==> src/rtl/spi_ctrl_pkg.sv <==
// Shared types and defaults for the SPI transfer sequencer and its clock divider.
package spi_ctrl_pkg;

    localparam int CHAR_LEN_BITS_DEF = 5;
    localparam int MAX_CHAR_DEF      = 32;
    localparam int DIV_W_DEF         = 16;

    localparam logic [3:0] LATCH_W0     = 4'b0001;
    localparam logic [3:0] BYTE_SEL_ALL = 4'hF;
    localparam logic [3:0] NIBBLE_ZERO  = 4'h0;

    typedef enum logic [2:0] {
        IDLE  = 3'd0,
        LOAD  = 3'd1,
        SETUP = 3'd2,
        GO    = 3'd3,
        RUN   = 3'd4,
        HOLD  = 3'd5,
        RESP  = 3'd6
    } state_t;

endpackage

==> src/rtl/spi_clk_div.sv <==
// SCLK generator: programmable half-period down-counter with one-cycle edge strobes.
module spi_clk_div
    import spi_ctrl_pkg::*;
#(
    parameter int DIV_W = DIV_W_DEF
) (
    input  logic             clk,
    input  logic             rst,
    input  logic             enable,
    input  logic [DIV_W-1:0] div,
    output logic             s_clk,
    output logic             pos_edge,
    output logic             neg_edge
);

    logic [DIV_W-1:0] r_cnt;
    logic             r_s_clk;
    logic             r_pos_edge;
    logic             r_neg_edge;
    logic             w_tick;

    // Counter sits at div while disabled, so the first toggle lands div+1 cycles after enable.
    assign w_tick = enable && (r_cnt == {DIV_W{1'b0}});

    // Counter, SCLK level and the strobes that announce each SCLK transition.
    always_ff @(posedge clk) begin
        if (rst) begin
            r_cnt      <= {DIV_W{1'b0}};
            r_s_clk    <= 1'b0;
            r_pos_edge <= 1'b0;
            r_neg_edge <= 1'b0;
        end else begin
            if (!enable || w_tick) begin
                r_cnt <= div;
            end else begin
                r_cnt <= r_cnt - {{(DIV_W-1){1'b0}}, 1'b1};
            end
            if (w_tick) begin
                r_s_clk <= !r_s_clk;
            end else begin
                r_s_clk <= r_s_clk;
            end
            r_pos_edge <= w_tick && !r_s_clk;
            r_neg_edge <= w_tick && r_s_clk;
        end
    end

    assign s_clk    = r_s_clk;
    assign pos_edge = r_pos_edge;
    assign neg_edge = r_neg_edge;

endmodule

==> src/rtl/spi_xfer_ctrl.sv <==
// SPI character sequencer: accepts one command, drives the shift register controls,
// SCLK and slave select, then returns the received word on a valid/ready channel.
module spi_xfer_ctrl
    import spi_ctrl_pkg::*;
#(
    parameter int CHAR_LEN_BITS = CHAR_LEN_BITS_DEF,
    parameter int MAX_CHAR      = MAX_CHAR_DEF,
    parameter int DIV_W         = DIV_W_DEF
) (
    input  logic                     clk,
    input  logic                     rst,
    input  logic                     cmd_valid,
    output logic                     cmd_ready,
    input  logic [MAX_CHAR-1:0]      cmd_data,
    input  logic [CHAR_LEN_BITS-1:0] cmd_len,
    input  logic                     cmd_lsb,
    input  logic                     cmd_rx_neg,
    input  logic                     cmd_tx_neg,
    input  logic [DIV_W-1:0]         cmd_div,
    input  logic                     cmd_keep_ss,
    output logic                     rsp_valid,
    input  logic                     rsp_ready,
    output logic [MAX_CHAR-1:0]      rsp_data,
    output logic                     busy,
    output logic [3:0]               sh_latch,
    output logic [3:0]               sh_byte_sel,
    output logic [MAX_CHAR-1:0]      sh_p_in,
    output logic [CHAR_LEN_BITS-1:0] sh_len,
    output logic                     sh_lsb,
    output logic                     sh_rx_negedge,
    output logic                     sh_tx_negedge,
    output logic                     sh_go,
    output logic                     sh_pos_edge,
    output logic                     sh_neg_edge,
    output logic                     s_clk,
    input  logic                     sh_tip,
    input  logic [MAX_CHAR-1:0]      sh_p_out,
    output logic                     ss_n
);

    state_t                   r_state;
    state_t                   w_state_nxt;
    logic                     r_busy;
    logic                     r_cmd_ready;
    logic [3:0]               r_latch;
    logic [3:0]               r_byte_sel;
    logic                     r_go;
    logic [MAX_CHAR-1:0]      r_data;
    logic [CHAR_LEN_BITS-1:0] r_len;
    logic                     r_lsb;
    logic                     r_rx_neg;
    logic                     r_tx_neg;
    logic [DIV_W-1:0]         r_div;
    logic                     r_keep;
    logic [DIV_W-1:0]         r_wait_cnt;
    logic                     r_ss_n;
    logic                     r_rsp_valid;
    logic [MAX_CHAR-1:0]      r_rsp_data;
    logic                     w_accept;
    logic                     w_run_done;
    logic                     w_clk_en;
    logic                     w_wait_zero;
    logic                     w_s_clk;
    logic                     w_pos_edge;
    logic                     w_neg_edge;

    assign w_accept    = cmd_valid && r_cmd_ready;
    assign w_run_done  = !sh_tip && !w_s_clk;
    // Divider is gated off in the exit cycle so no edge can leak into HOLD.
    assign w_clk_en    = (r_state == RUN) && !w_run_done;
    assign w_wait_zero = (r_wait_cnt == {DIV_W{1'b0}});

    spi_clk_div #(
        .DIV_W (DIV_W)
    ) u_clk_div (
        .clk      (clk),
        .rst      (rst),
        .enable   (w_clk_en),
        .div      (r_div),
        .s_clk    (w_s_clk),
        .pos_edge (w_pos_edge),
        .neg_edge (w_neg_edge)
    );

    // Next-state decode.
    always_comb begin
        w_state_nxt = r_state;
        case (r_state)
            IDLE:    if (w_accept)    w_state_nxt = LOAD;  else w_state_nxt = IDLE;
            LOAD:    w_state_nxt = SETUP;
            SETUP:   if (w_wait_zero) w_state_nxt = GO;    else w_state_nxt = SETUP;
            GO:      w_state_nxt = RUN;
            RUN:     if (w_run_done)  w_state_nxt = HOLD;  else w_state_nxt = RUN;
            HOLD:    if (w_wait_zero) w_state_nxt = RESP;  else w_state_nxt = HOLD;
            RESP:    if (rsp_ready)   w_state_nxt = IDLE;  else w_state_nxt = RESP;
            default: w_state_nxt = IDLE;
        endcase
    end

    // State register plus outputs decoded from the next state so they leave flops.
    always_ff @(posedge clk) begin
        if (rst) begin
            r_state     <= IDLE;
            r_busy      <= 1'b0;
            r_cmd_ready <= 1'b1;
            r_latch     <= NIBBLE_ZERO;
            r_byte_sel  <= NIBBLE_ZERO;
            r_go        <= 1'b0;
            r_rsp_valid <= 1'b0;
        end else begin
            r_state     <= w_state_nxt;
            r_busy      <= (w_state_nxt != IDLE);
            r_cmd_ready <= (w_state_nxt == IDLE);
            r_latch     <= (w_state_nxt == LOAD) ? LATCH_W0 : NIBBLE_ZERO;
            r_byte_sel  <= (w_state_nxt == LOAD) ? BYTE_SEL_ALL : NIBBLE_ZERO;
            r_go        <= (w_state_nxt == GO);
            r_rsp_valid <= (w_state_nxt == RESP);
        end
    end

    // Command capture, SETUP/HOLD wait counter, slave select and response word.
    always_ff @(posedge clk) begin
        if (rst) begin
            r_data     <= {MAX_CHAR{1'b0}};
            r_len      <= {CHAR_LEN_BITS{1'b0}};
            r_lsb      <= 1'b0;
            r_rx_neg   <= 1'b0;
            r_tx_neg   <= 1'b0;
            r_div      <= {DIV_W{1'b0}};
            r_keep     <= 1'b0;
            r_wait_cnt <= {DIV_W{1'b0}};
            r_ss_n     <= 1'b1;
            r_rsp_data <= {MAX_CHAR{1'b0}};
        end else begin
            if (w_accept) begin
                r_data   <= cmd_data;
                r_len    <= cmd_len;
                r_lsb    <= cmd_lsb;
                r_rx_neg <= cmd_rx_neg;
                r_tx_neg <= cmd_tx_neg;
                r_div    <= cmd_div;
                r_keep   <= cmd_keep_ss;
            end
            if ((r_state == LOAD) || ((r_state == RUN) && w_run_done)) begin
                r_wait_cnt <= r_div;
            end else if (!w_wait_zero) begin
                r_wait_cnt <= r_wait_cnt - {{(DIV_W-1){1'b0}}, 1'b1};
            end
            if (r_state == LOAD) begin
                r_ss_n <= 1'b0;
            end else if ((r_state == HOLD) && (w_state_nxt == RESP)) begin
                r_ss_n <= !r_keep;
            end
            if ((r_state == HOLD) && (w_state_nxt == RESP)) begin
                r_rsp_data <= sh_p_out;
            end
        end
    end

    assign cmd_ready     = r_cmd_ready;
    assign busy          = r_busy;
    assign rsp_valid     = r_rsp_valid;
    assign rsp_data      = r_rsp_data;
    assign sh_latch      = r_latch;
    assign sh_byte_sel   = r_byte_sel;
    assign sh_p_in       = r_data;
    assign sh_len        = r_len;
    assign sh_lsb        = r_lsb;
    assign sh_rx_negedge = r_rx_neg;
    assign sh_tx_negedge = r_tx_neg;
    assign sh_go         = r_go;
    assign sh_pos_edge   = w_pos_edge;
    assign sh_neg_edge   = w_neg_edge;
    assign s_clk         = w_s_clk;
    assign ss_n          = r_ss_n;

endmodule

==> config.mk <==
export PLATFORM = sky130hd
export DESIGN_NAME = spi_xfer_ctrl
export DESIGN_NICKNAME = d
export VERILOG_FILES = /design/src/rtl/spi_ctrl_pkg.sv /design/src/rtl/spi_clk_div.sv /design/src/rtl/spi_xfer_ctrl.sv
export SDC_FILE = /design/constraint.sdc
export NUM_CORES = 1
export LEC_CHECK = 0
export BUFFER_PORTS_ARGS = -buffer_cell sky130_fd_sc_hd__buf_2
export CAP_MARGIN = 20
export CORE_MARGIN = 2
export CORE_UTILIZATION = 40
export DETAILED_ROUTE_END_ITERATION = 10
export PLACE_DENSITY = 0.76
export SYNTH_ARGS = -nofsm -noshare
export SYNTH_HDL_FRONTEND = slang
export SYNTH_HIERARCHICAL = 1
export SYNTH_SLANG_ARGS = --single-unit
export TNS_END_PERCENT = 100
==> constraint.sdc <==
create_clock -name clk -period 2.6 [get_ports clk]
set_clock_uncertainty 0.2 [all_clocks]
set_input_delay 0.13 -clock clk [delete_from_list [all_inputs] [get_ports clk]]
set_output_delay 0.13 -clock clk [all_outputs]
set_load 0.005 [all_outputs]
# Word-level counts from Yosys, hierarchy flattened
# Index checks and enable logic that the tools add are counted.
[totals] regBits=140 output_inout_bits=88
[classes] add_sub_neg=2 eq_ne=10 reduce_logical=21 muxes=13
[ops] operator="16-bit two-way mux" n=3
[ops] operator="16-bit logical NOT" n=2
[ops] operator="16-bit by 1-bit subtractor with 16-bit output, second input constant" n=2
[ops] operator="3-bit case mux with 7 select lines" n=1
[ops] operator="3-bit == test, second input constant" n=4
[ops] operator="3-bit by 2-bit == test with 1-bit output, second input constant" n=3
[ops] operator="1-bit logical AND" n=8
[ops] operator="3-bit by 1-bit == test with 1-bit output, second input constant" n=2
[ops] operator="3-bit logical NOT" n=2
[ops] operator="1-bit two-way mux" n=6
[ops] operator="1-bit logical NOT" n=5
[ops] operator="4-bit two-way mux" n=1
[ops] operator="3-bit two-way mux" n=1
[ops] operator="3-bit nonzero test" n=1
[ops] operator="1-bit logical OR" n=2
[ops] operator="2-bit two-way mux" n=1
[ops] operator="2-bit by 1-bit inequality test with 1-bit output, second input constant" n=1
[ops] operator="2-bit nonzero test" n=1

# Logic depth before layout (Yosys ltp)
# Gate-level depths: netlist (run 1).
[logic_depth] word_depth=8 mapped_depth=9

# Modules after synthesis
# Netlist (run 1), hierarchy kept.
[modules_own_cells] module="spi_xfer_ctrl" seq_area_each_um2=2282.2 area_per_inst_um2=4463.0 n_inst=1 cells_per_inst=566
[modules_own_cells] module="spi_clk_div" seq_area_each_um2=380.4 area_per_inst_um2=970.9 n_inst=1 cells_per_inst=105

# Worst setup path before layout (run 1)
# Ideal clock, no wire load.
[synth_timing] path_type="register to register" start="register r_wait_cnt[6]" end="register r_ss_n (netlist: ss_n)" n_path_buf=0 required_ns=2.273 path_stages_with_launch=6 period_less_slack_ns=2.242 path_slack_ns=0.358 t_arrival_ns=1.915 path_cell_list="dfxtp_1 or4_4 or3_4 nand4b_4 o311a_1 or3_1"
[synth_via] elab_chain_len=6
[synth_rtl] item="start: declaration" line="spi_xfer_ctrl.sv:55" source="logic [DIV_W-1:0] r_wait_cnt;"
[synth_rtl] item="start signal: assignment" line="spi_xfer_ctrl.sv:131" source="r_wait_cnt <= {DIV_W{1'b0}};"
[synth_rtl] item="start signal: assignment" line="spi_xfer_ctrl.sv:145" source="r_wait_cnt <= r_div;"
[synth_rtl] item="start signal: assignment" line="spi_xfer_ctrl.sv:147" source="r_wait_cnt <= r_wait_cnt - {{(DIV_W-1){1'b0}}, 1'b1};"
[synth_rtl] item="16-bit logical NOT *" line="spi_xfer_ctrl.sv:71" source="assign w_wait_zero = (r_wait_cnt == {DIV_W{1'b0}});"
[synth_rtl] item="2-bit two-way mux / 1-bit two-way mux (equally long branches)" line="spi_xfer_ctrl.sv:94, spi_xfer_ctrl.sv:91"
[synth_rtl] item="3-bit case mux with 7 select lines *" line="spi_xfer_ctrl.sv:88" source="case (r_state)"
[synth_rtl] item="3-bit == test *" line="spi_xfer_ctrl.sv:151" source="end else if ((r_state == HOLD) && (w_state_nxt == RESP)) begin"
[synth_rtl] item="1-bit logical AND *" line="spi_xfer_ctrl.sv:151"
[synth_rtl] item="2-bit nonzero test (no source line) *"
[synth_rtl] item="end signal: assignment" line="spi_xfer_ctrl.sv:152" source="r_ss_n <= !r_keep;"
[synth_rtl] item="end: declaration" line="spi_xfer_ctrl.sv:56" source="logic r_ss_n;"
# Mark *: on every way between the ends. The rest lies on a longest branch, timed or not.
# A chain may end at the register's enable or synchronous reset.

# Worst setup path after layout (run 1)
# Ends and elaborated chain as after synthesis.

==> qor.txt, run 1 <==
Fin crit period: 2.29 ns
CP Data Arrival Time: 2.38 ns
Reg2Reg Depth: 5
FFs w/ async S/R, synth: 0
Via/cell ratio: 5.02
Seq cells post-synth: 133
Syn Inst Count: 671
GRT Resource Usage Total: 0.223
DRC errors left: 0
Post-DRT Antenna Nets: 0
Synth top area cells: dfxtp_1, nand2_1, a21oi_1
Max-slew headroom: 0.524
Top_reg_cell synth: dfxtp_1
Total number of yosys warnings: 6
Count of hold-fix buffers inserted at cts: 90
Antenna violations before repair: 0
Skew-Pair Late Insertion Delay: 0.41 ns
Final worst path period share: 0.880
Gp weighted congestion: 0.861
CP Capture Type: flop
Starting Density: 0.410
Pwr per Cell Area: 832 mW/mm²
Clock Pin Slew Worst Setup and Hold Paths: 0.06 ns
Most frequent cells in the layout: nand2_1, buf_2, dfxtp_1
Die Area: 0.0145 mm²
Crit path max fanout: 7
EDFF count, synth: 0
Commonest non-fill, non-tap cell in the layout: nand2_1
Resized Gates After CTS: 0
Sequential area share after synthesis: 0.490
# Post-CTS Setup Buffers: 0
HPWL after detailed placement: 9770 µm
Root Driver: clkbuf_16
Largest net degree at the start of global routing: 60
Unrepaired setup endpoints after global routing: no
Outcome: finished clean
Drt pass-1 iters: 5
Fill cells: 1123
Port Buffers: 178
WL final: 16300 µm
Leading area contributor after synthesis: dfxtp_1
Top cell type's share of synthesized area: 0.490
Total Nets Final: 1019
Post-Syn Area: 0.00543 mm²
Row count: 42
Share of cells above drive strength 1: 0.257
Total chip power: 6600 µW
Vias in the first global route: 5455
CP startpoint kind: flop
Max frequency: 437 MHz
Syn avg cell area: 8.10 µm²
Cts bufs inserted: 17
Clock Sinks: 133
Iter 0 DRT Violations: 271
Setup violators final: 0
GRT overflow: 0
Max-slew violation count: 0
Core Area: 0.0132 mm²
HP Class: in2reg
Setup total negative slack: 0 ns
IO Pins: 182
WS Path Type: reg2reg
Required @ worst endpoint: 2.69 ns
First-pass GRT wire length: 26100 µm
Slew @ Worst Pin: 0.713 ns
Leakage: 0.00340 µW
Worst hold path depth: 2
Die Width: 121 µm
CTS Buffer Depth: 2
Max-Cap Viols: 0
Hold Fails Final Rpt: 0
Area grow syn2layout: 45.9%
Die Height: 121 µm
Vias: 5581
Peak supply drop: 414 µV
Post-synth cell types: 54
Wire length per cell: 14.7 µm
CTS tree: yes
CTS H-tree depth: 4
[power by group]
part	total, µW	switching, µW	internal [µW]
Sequential	2540	258	2280
Combinational	1860	992	867
Clock	2200	869	1330
Total	6600	2120	4480
[per-stage QoR]
step                utilization  worst slack, ns  cell area, µm²  instances  hold slack [ns]
detailed placement        0.489            0.314            6470        990            0.175
CTS                       0.598            0.303            7920       1111           0.0125
floorplan                     -            0.358            5440        673           0.0660
global route              0.598            0.150            7920       1111           0.0346
global placement          0.489            0.355            6470        990            0.169
finish                    0.599            0.312            7930       1112           0.0282
[cells by family after synthesis]
| kind of cell | synth area share |
|---|---|
| xor gates and xnor gates | 0.0338 |
| buffers and inverters | 0.0479 |
| adders and majority gates | 0.00460 |
| other | 0.000690 |
| and+or+nand+nor | 0.259 |
| DFF | 0.490 |
| muxes | 0.00184 |
| AOI/OAI and AO/OA | 0.163 |
[final timing paths]
check	from	to	slack (ns)
setup / recovery	r_wait_cnt[6]	ss_n	0.31
hold / removal	rst	r_wait_cnt[1]	0.03
setup reg to reg	r_wait_cnt[6]	ss_n	0.31
hold reg to reg	rsp_data[28]	rsp_data[28]	0.25
[worst max-delay path, cell delays in order, from the launching register on]
cell and delay [ns]:
dfxtp_1 0.36, or4_4 0.58, or3_4 0.37, nand4b_4 0.19, o311a_1 0.13, or3_1 0.34
[synthesized netlist by cell type (all sizes together) (2+ instances only)]
cell	instances
and2	3
nor4	9
o41ai	3
o31ai	4
nor3	14
o21ai	7
a311oi	6
clkbuf	30
or3	6
ha	2
a221oi	2
nor2b	2
nor2	42
nand4	7
nor4b	2
nor3b	3
or4	2
nand2b	2
nand3b	5
dfxtp	133
a211oi	19
nand3	9
or2	2
nand2	195
nand4b	2
buf	22
xnor2	10
xor2	11
inv	7
a21oi	96
[state kept, by name, indices dropped and copies added (netlist names)]
signal              count
u_clk_div/neg_edge      1
sh_rx_negedge           1
sh_lsb                  1
cmd_ready               1
u_clk_div/r_cnt        16
r_state                 3
sh_p_in                32
busy                    1
u_clk_div/s_clk         1
sh_byte_sel             1
rsp_data               32
sh_tx_negedge           1
r_div                  16
sh_go                   1
r_keep                  1
u_clk_div/pos_edge      1
ss_n                    1
r_wait_cnt             16
rsp_valid               1
sh_len                  5
[layer usage]
metal | wire, µm | GRT usage
met4 | 300 | 0.0930
met1 | 6720 | 0.262
met5 | 0 | 0
met3 | 1170 | 0.0675
met2 | 8130 | 0.378
[area by class of cell]
cell class | instances | area, µm² | area share
flip-flops and latches | 133 | 2660 | 0.336
multi-input cells | 481 | 2520 | 0.318
repair buffers | 283 | 1940 | 0.245
clock buffers | 23 | 498 | 0.0628
well taps | 176 | 220 | 0.0278
clock inverters | 8 | 50.0 | 0.00631
inverters | 7 | 26.3 | 0.00331
diodes | 1 | 2.50 | 0.000316
Note: power is estimated with default switching activity, not from simulation.
==> run 2: changes to the inputs <==
--- a/config.mk
+++ b/config.mk
@@ -5,12 +5,14 @@
 export SDC_FILE = /design/constraint.sdc
 export NUM_CORES = 1
 export LEC_CHECK = 0
+export ABC_AREA = 1
 export BUFFER_PORTS_ARGS = -buffer_cell sky130_fd_sc_hd__buf_2
 export CAP_MARGIN = 20
 export CORE_MARGIN = 2
 export CORE_UTILIZATION = 40
+export CTS_CLUSTER_DIAMETER = 100
 export DETAILED_ROUTE_END_ITERATION = 10
-export PLACE_DENSITY = 0.76
+export PLACE_DENSITY = 0.75
 export SYNTH_ARGS = -nofsm -noshare
 export SYNTH_HDL_FRONTEND = slang
 export SYNTH_HIERARCHICAL = 1
==> run 2 against run 1 <==
Net effect:
- flip-flop and latch count is the same
- final cell count up 16%
- area after synthesis is 7.8% higher
- routed wire length increased by 3.2%
- combinational power up 9%
- count of clock-buffer cells in the layout unchanged
- critical path depth is 3 higher
==> qor.txt, run 2 <==
Largest net degree at the start of global routing: 55
Top_reg_cell synth: dfxtp_1
Required @ worst endpoint: 2.72 ns
Non-Filler Instances: 1285
Pwr per Cell Area: 841 mW/mm²
Gp weighted congestion: 0.867
Post-DRT Antenna Nets: 0
Wire length per cell: 13.1 µm
Port Buffers: 178
WL final: 16800 µm
Syn avg cell area: 7.00 µm²
Cts bufs inserted: 17
Final worst path period share: 0.844
CP Cell Sequence: inv_1 -> ha_1 -> nand2_2 -> nor2_4 -> nand3_2 -> inv_2 -> nand2_1 -> a21oi_1
Count leader, synth: nand2_1
Most frequent cells in the layout: nand2_1, nor2_1, buf_2
Fin crit period: 2.19 ns
Clock Pin Slew Worst Setup and Hold Paths: 0.06 ns
Total number of yosys warnings: 6
Die Width: 125 µm
Leading area contributor after synthesis: dfxtp_1
Max-Cap Viols: 0
Share of cells above drive strength 1: 0.219
Commonest cells post-synth: nand2_1, nor2_1, dfxtp_1, o21ai_0
CP Capture Type: flop
Core Area: 0.0144 mm²
WS Path Type: reg2reg
Leakage: 0.00397 µW
Max frequency: 456 MHz
Hold Fails Final Rpt: 0
Vias in the first global route: 6078
CP Data Arrival Time: 2.31 ns
Kind of cell adding the most delay to the critical path: simple AND/OR/NAND/NOR gates
Syn Inst Count: 837
Seq cells post-synth: 133
Sequential area share after synthesis: 0.455
Sequential Power Share: 0.361
Area grow syn2layout: 41.5%
Total Nets Final: 1184
Clock Sinks: 133
Placed Instances: 1163
Synth top area cells: dfxtp_1, nand2_1, nor2_1
Net Sw Frac: 0.327
Max-slew violation count: 0
Crit path max fanout: 32
Setup violators final: 0
Slew @ Worst Pin: 0.673 ns
Starting Density: 0.406
CP peak stage delay: 0.42 ns
Post-synth cell types: 37
Final core utilization: 0.575
CP max-delay cell: inv_2
HPWL after detailed placement: 10100 µm
Vias: 6166
Drt pass-1 iters: 5
First-pass GRT wire length: 28000 µm
HP Class: in2reg
Root Driver: clkbuf_16
Commonest non-fill, non-tap cell in the layout: nand2_1
GRT overflow: 0
Part of the power in combinational logic: 0.292
Unrepaired setup endpoints after global routing: no
Die Height: 125 µm
Via/cell ratio: 4.80
Antenna violations before repair: 0
CTS tree: yes
Die Area: 0.0156 mm²
CTS Buffer Depth: 2
Worst path bufs/invs: 2
Switching pwr: 2280 µW
Top cell type's share of synthesized area: 0.455
Post-Syn Area: 0.00586 mm²
# Post-CTS Setup Buffers: 0
Peak supply drop: 488 µV
Clk pwr share: 0.347
Setup total negative slack: 0 ns
Row count: 44
Internal power: 4690 µW
FFs w/ async S/R, synth: 0
Max-slew headroom: 0.551
Iter 0 DRT Violations: 444
GRT Resource Usage Total: 0.218
CTS H-tree depth: 4
Outcome: finished clean
EDFF count, synth: 0
DRC errors left: 0
IO Pins: 182
CP startpoint kind: flop
Skew-Pair Late Insertion Delay: 0.41 ns
## run 2: changes by cell type after synthesis, sizes merged, moves of 10 or more
cell | before | now
nor3 | 14 | 1
a21oi | 96 | 54
o21ai | 7 | 66
nand2 | 195 | 228
inv | 7 | 55
nor2 | 42 | 205
a211oi | 19 | 0
clkbuf | 30 | 20
nand3 | 9 | 25
## run 2: power by group through the flow
| stage | Combinational, µW | Sequential, µW | Clock [µW] |
|---|---|---|---|
| floorplan | 1470 | 2510 | 0 |
| global placement | 1870 | 2540 | 0 |
| detailed placement | 1890 | 2550 | 0 |
| CTS | 2010 | 2510 | 2470 |
| global route | 2330 | 2550 | 2560 |
| finish | 2030 | 2510 | 2420 |
## run 2: worst paths after layout
| path | from | end | slack (ns) | cells after the start |
|---|---|---|---|---|
| worst max-delay path | r_wait_cnt[0] | rsp_data[22] | 0.41 | 8 |
| worst min register to register | rsp_data[7] | rsp_data[7] | 0.26 | 2 |
| worst max register to register | r_wait_cnt[0] | rsp_data[22] | 0.41 | 8 |
| worst min-delay path | cmd_valid | r_div[15] | 0.06 | 4 |
## run 2: worst min-delay path: stages
cell and delay (ns):
buf_2 0.09, nand2_2 0.17, o21ai_0 0.20, nor2_1 0.04
## run 2: cells by family after synthesis
family | after synthesis | share of synthesized area
adders and majority gates | 2 | 0.00427
AOI/OAI and AO/OA | 123 | 0.110
xor gates and xnor gates | 6 | 0.00897
DFF | 133 | 0.455
and+or+nand+nor | 471 | 0.339
other | 1 | 0.000640
buffers and inverters | 101 | 0.0833
## run 2: cell type report
type	count	area (µm²)
clock inverters	8	124
flip-flops and latches	133	2660
diodes	1	2.50
well taps	184	230
clock buffers	23	478
repair buffers	275	1860
fillers	1294	6140
multi-input cells	605	2720
inverters	56	210
## run 2: through the flow
stage,power [µW],cell area [µm²],hold slack (ns),setup WS (ns)
2_1_floorplan,3980,5870,0.00708,0.857
3_3_place_gp,4420,6780,0.163,0.595
3_5_place_dp,4440,6780,0.171,0.547
4_1_cts,6990,8290,0.0518,0.526
5_1_grt,7440,8290,0.108,0.267
6_report,6970,8290,0.0635,0.407
## run 2: repair_timing
item	in CTS	in global routing
hold buffers	90	0
gates resized for setup	0	0
setup endpoints to repair	0	0
endpoints found under the hold margin	92	0
## run 2: routing by layer
layer	vias up	GRT usage	wire length, µm
li1	3109	-	-
met1	2760	0.248	6920
met2	234	0.371	8160
met3	63	0.0578	977
met4	0	0.123	772
met5	-	0	0
